## config.mk

```make
export PLATFORM = sky130hd
export DESIGN_NAME = rv32_regfile_sb
export DESIGN_NICKNAME = d
export VERILOG_FILES = /design/src/rtl/rv32_regfile_sb.sv
export SDC_FILE = /design/constraint.sdc
export NUM_CORES = 2
export LEC_CHECK = 0
export BUFFER_PORTS_ARGS = -buffer_cell sky130_fd_sc_hd__clkbuf_2
export CORE_ASPECT_RATIO = 0.9
export CORE_UTILIZATION = 30
export DETAILED_ROUTE_END_ITERATION = 6
export PLACE_DENSITY_LB_ADDON = 0.08
export SKIP_CTS_REPAIR_TIMING = 1
export SYNTH_ARGS = -nofsm -noshare
export SYNTH_HDL_FRONTEND = slang
export SYNTH_SLANG_ARGS = --single-unit
```

## constraint.sdc

```tcl
create_clock -name clk -period 4.7 [get_ports clk]
set_input_delay 0.47 -clock clk [delete_from_list [all_inputs] [get_ports clk]]
set_output_delay 0.47 -clock clk [all_outputs]
set_load 0.03 [all_outputs]
```

## src/rtl/rv32_regfile_sb.sv

```systemverilog
// RV32 integer register file with two write ports and a per-register pending
// scoreboard for outstanding loads; optional write-to-read forwarding.
module rv32_regfile_sb #(
    parameter int REG_NUM = 32,
    parameter int XLEN    = 32,
    parameter int BYPASS  = 1
) (
    input  logic            clk,
    input  logic            rst_n,
    input  logic [4:0]      rs1_addr,
    input  logic [4:0]      rs2_addr,
    output logic [XLEN-1:0] rs1_data,
    output logic [XLEN-1:0] rs2_data,
    output logic            rs1_ready,
    output logic            rs2_ready,
    input  logic [4:0]      wa_addr,
    input  logic [XLEN-1:0] wa_data,
    input  logic            wa_we,
    input  logic [4:0]      wb_addr,
    input  logic [XLEN-1:0] wb_data,
    input  logic            wb_we,
    input  logic            pend_set,
    input  logic [4:0]      pend_addr,
    output logic            busy_any,
    output logic [5:0]      pend_cnt
);
    localparam int AW = $clog2(REG_NUM);

    logic [AW-1:0] rs1_idx, rs2_idx, wa_idx, wb_idx, pend_idx;
    logic          wa_ok, wb_ok, ps_ok, fwd_en;

    logic [XLEN-1:0]    regs [REG_NUM];
    logic [REG_NUM-1:0] pend_q;
    logic [REG_NUM-1:0] pend_nxt;

    assign rs1_idx  = rs1_addr[AW-1:0];
    assign rs2_idx  = rs2_addr[AW-1:0];
    assign wa_idx   = wa_addr[AW-1:0];
    assign wb_idx   = wb_addr[AW-1:0];
    assign pend_idx = pend_addr[AW-1:0];

    generate
        if (AW < 5) begin : g_addr_hi
            logic unused_addr_hi;
            assign unused_addr_hi = ^{rs1_addr[4:AW], rs2_addr[4:AW], wa_addr[4:AW],
                                      wb_addr[4:AW], pend_addr[4:AW]};
        end
    endgenerate

    // x0 is hardwired: writes and pending marks aimed at it are dropped here.
    assign wa_ok  = wa_we && (wa_idx != '0);
    assign wb_ok  = wb_we && (wb_idx != '0);
    assign ps_ok  = pend_set && (pend_idx != '0);
    assign fwd_en = (BYPASS != 0) && rst_n;

    always_comb begin
        pend_nxt = pend_q;
        if (wb_ok) pend_nxt[wb_idx] = 1'b0;
        // a new load issue outranks a simultaneous load return
        if (ps_ok) pend_nxt[pend_idx] = 1'b1;
        pend_nxt[0] = 1'b0;
    end

    function automatic logic [5:0] popcount(input logic [REG_NUM-1:0] v);
        logic [5:0] c;
        c = '0;
        for (int i = 0; i < REG_NUM; i++) c = c + {5'd0, v[i]};
        return c;
    endfunction

    always_ff @(posedge clk or negedge rst_n) begin
        if (!rst_n) begin
            for (int i = 0; i < REG_NUM; i++) regs[i] <= '0;
        end else begin
            for (int i = 1; i < REG_NUM; i++) begin
                if (wb_ok && wb_idx == AW'(i))      regs[i] <= wb_data;
                else if (wa_ok && wa_idx == AW'(i)) regs[i] <= wa_data;
            end
        end
    end

    always_ff @(posedge clk or negedge rst_n) begin
        if (!rst_n) begin
            pend_q   <= '0;
            pend_cnt <= '0;
        end else begin
            pend_q   <= pend_nxt;
            pend_cnt <= popcount(pend_nxt);
        end
    end

    assign busy_any = (pend_cnt != 6'd0);

    function automatic logic [XLEN-1:0] read_data(input logic [AW-1:0] idx);
        logic [XLEN-1:0] d;
        d = regs[idx];
        if (fwd_en && wa_ok && wa_idx == idx) d = wa_data;
        if (fwd_en && wb_ok && wb_idx == idx) d = wb_data;
        if (idx == '0) d = '0;
        return d;
    endfunction

    // rsN_ready is a plain valid flag for rsN_data: 1 means the value on
    // rsN_data is architecturally final (no load outstanding for it).
    function automatic logic read_ready(input logic [AW-1:0] idx);
        return (idx == '0) || !pend_q[idx] || (fwd_en && wb_ok && wb_idx == idx);
    endfunction

    assign rs1_data  = read_data(rs1_idx);
    assign rs2_data  = read_data(rs2_idx);
    assign rs1_ready = read_ready(rs1_idx);
    assign rs2_ready = read_ready(rs2_idx);

endmodule

```

==> results.yml <==
outcome:
  outcome: "finished, violations left"
  failed_checks: "setup timing"
setup_path:
  cp_slowest_cell: "fa_1"
  critical_path.max_stage_delay_ns: 0.51
  ff2ff_path_depth: 13
  critPathMaxFanout: 2
  endpoint_kind: "flip-flop"
  cpMostUsedCell: "fa_1"
  crit_required_ns: 5.44
  r2r-end: "pend_cnt[4]"
  critical_path_class: "flip-flop to flip-flop"
  arrival_ns: 5.64
  worst_setup_path_start_kind: "flip-flop"
  worstReg2RegStart: "pend_q[4]"
  path_cells: "a22oi_1, fa_1, fa_1, fa_1, inv_1, fa_1, fa_1, fa_1, fa_2, fa_2, a21o_1, a21oi_2, xnor2_1"
  reg2reg_slack_ns: -0.20
  path_delay_family: "adder cells"
  critPathBufInv: 1
synthesis:
  synth_area_leader_cell: "dfrtp_1"
  synth.distinct_cells: 71
  syn_area_per_cell_um2: 9.748
  async_flop_share: 1.000
  synth_top_area_frac: 0.3877
  synth_edf_count: 0
  syn_area_um2: 66410
  yosys_warnings: 32
  ys_top_cells_by_area: "dfrtp_1 (39%), mux4_2 (15%), mux2i_1 (12%)"
  mappedNetlistNets: 6937
  syn_inst: 6813
  ys_ff_latch: 1029
  synth-main-ff-cell: "dfrtp_1"
  ys_seq_area_frac: 0.3877
clock_network:
  numCtsBuffers: 137
  insertion_delay_ns: 0.82
  clkSinkCount: 1029
  cts_max_path_buffers: 3
  clkTransAtPathRegs_ns: 0.06
  htree_levels: 4
  cts-root-buf: "clkbuf_16"
  tritoncts: "done"
finish:
  layout_common_cells: "dfrtp_1 (1029), nand2_1 (935), nor2_1 (802)"
  drive_gt1_frac: 0.2112
  finalNetCount: 6820
  final_common_cell: "dfrtp_1"
  area_delta_synth_final_pct: 14.75
detailed_routing:
  post_drt_wl_per_cell_um: 37.34
  vias: 58370
  ant_nets: 0
  avgViaCountPerCell: 6.014
  wirelength_mm: 362.5
  drtIter0Drc: 6647
  drt_first_pass_iters: 7
  route.detailed.drc: 0
die:
  core_um2: 219600
  die_y_um: 448.4
  die_x_um: 498.0
  rows: 163
  io_pins: 167
  start_util: 0.3024
  dieArea_um2: 223300
min_path:
  hp-class: "primary input to flip-flop"
  worstHoldPathCells: 3
  hold_end: "regs[750]"
  min-delay-start: "wa_data[14]"
power_and_ir_drop:
  p_comb_frac: 0.336
  p_sw_frac: 0.3512
  p_clk_frac: 0.299
  irDropWorstVdd_uv: 568.4
  power_frac_seq: 0.364
  switchingPower_mw: 12.91
  p_per_area_nw_per_um2: 482.4
  intPower_mw: 23.85
  p_leak_nw: 32.35
  p_total_mw: 36.76
sta:
  hold_violations: 0
  maxClockFrequency_mhz: 204.1
  slew_viol_final: 0
  min_period_ns: 4.900
  tightest_slew_ns: 1.380
  period_share: 1.043
  grt_setup_unrepaired: "yes"
  setup_viol: 3
  hold_slack_ns: 0.05585
  relSlewSlack: 0.05617
  worst_slack_ns: -0.2001
  fin_skew_ns: 0.005602
placement:
  dp_hpwl_mm: 222.6
  port_buffers: 166
  gp_congestion: 0.8984
global_routing:
  grt-ovfl-total: 0
  met2_usage: 0.4920
  use_met1: 0.4328
  grt.total_usage: 0.3197
  antenna_found_initial: 41
  use_met3: 0.06548
  grt_max_degree: 141
  grt_pass1_vias: 55370
  top_usage_layer: "met2"
  grt_pass1_wl_mm: 494.3
run:
  drv_cap: 0
[how the worst max path moves through the flow]
stage          startpoint           to  slack [ns]  depth (start not counted)
2_1_floorplan  wb_addr[4]  pend_cnt[4]       -0.86                         19
6_report        pend_q[4]  pend_cnt[4]       -0.20                         13
5_1_grt        pend_q[24]  pend_cnt[4]       -0.32                         14
3_5_place_dp   wb_addr[2]  pend_cnt[4]       -1.07                         17
4_1_cts        pend_q[16]  pend_cnt[4]       -0.21                         16
3_3_place_gp   wb_addr[2]  pend_cnt[4]       -1.01                         17
[tightest hold or removal path, cell delays in order]
cell and delay (ns):
clkbuf_2 0.14, mux2i_1 0.13, o21ai_0 0.08
[area by class of cell]
type	instances	area, µm²
Tap cell	2887	3612
Multi-Input combinational cell	4902	37540
Sequential cell	1029	25750
Antenna cell	16	40.04
Fill cell	21970	143400
Timing Repair Buffer	567	4464
Inverter	59	221.5
Clock buffer	220	4332
Clock inverter	26	249.0
[power groups by stage]
stage	clock, mW	sequential (mW)	combinational [mW]
detailed placement	0	13.4	12.4
floorplan	0	12.8	8.75
global route	11.5	13.7	13.6
finish	11.0	13.4	12.4
CTS	11.2	13.3	12.4
global placement	0	13.4	12.3
[sequential cells by signal (all words and copies together) (netlist names)]
| register | cells |
|---|---|
| pend_cnt | 6 |
| regs | 992 |
| pend_q | 31 |
[cells in the mapped netlist (29+ instances only)]
library cell / n
a21oi_1: 474
a221oi_1: 84
a22o_1: 29
a22oi_1: 59
a31oi_1: 311
buf_1: 95
buf_2: 125
buf_4: 40
clkbuf_1: 534
dfrtp_1: 1029
inv_1: 59
mux2_2: 90
mux2i_1: 796
mux4_2: 441
nand2_1: 962
nand3_1: 42
nor2_1: 827
nor2b_1: 78
nor3_1: 65
o21ai_0: 321
o22ai_1: 34
[metal layers]
metal / up-vias / part of all wire
met4: 18 / 0.049
met1: 30400 / 0.43
met3: 704 / 0.078
met5: - / 0.00035
met2: 2911 / 0.44
li1: 24340 / -
[stage by stage]
step / setup WS [ns] / setup TNS [ns] / util / area (µm²) / std cells
3_3_place_gp: -1.006 / -4.714 / 0.3258 / 71560 / 9443
2_1_floorplan: -0.8623 / -3.652 / - / 66590 / 6813
4_1_cts: -0.2077 / -0.4394 / 0.3466 / 76140 / 9689
3_5_place_dp: -1.066 / -5.028 / 0.3258 / 71560 / 9443
6_report: -0.2001 / -0.4464 / 0.3470 / 76210 / 9706
5_1_grt: -0.3178 / -0.9153 / 0.3469 / 76200 / 9701
[logic make-up after synthesis]
kind of cell,synth area share
AO/OA/AOI/OAI,0.1304
XOR/XNOR,0.003033
adder cells (fa/ha/maj),0.008252
buffers and inverters,0.05776
flip-flops,0.3877
multiplexers,0.2852
AND/OR/NAND/NOR,0.1277
No activity file was read; power rests on OpenSTA's default activity.
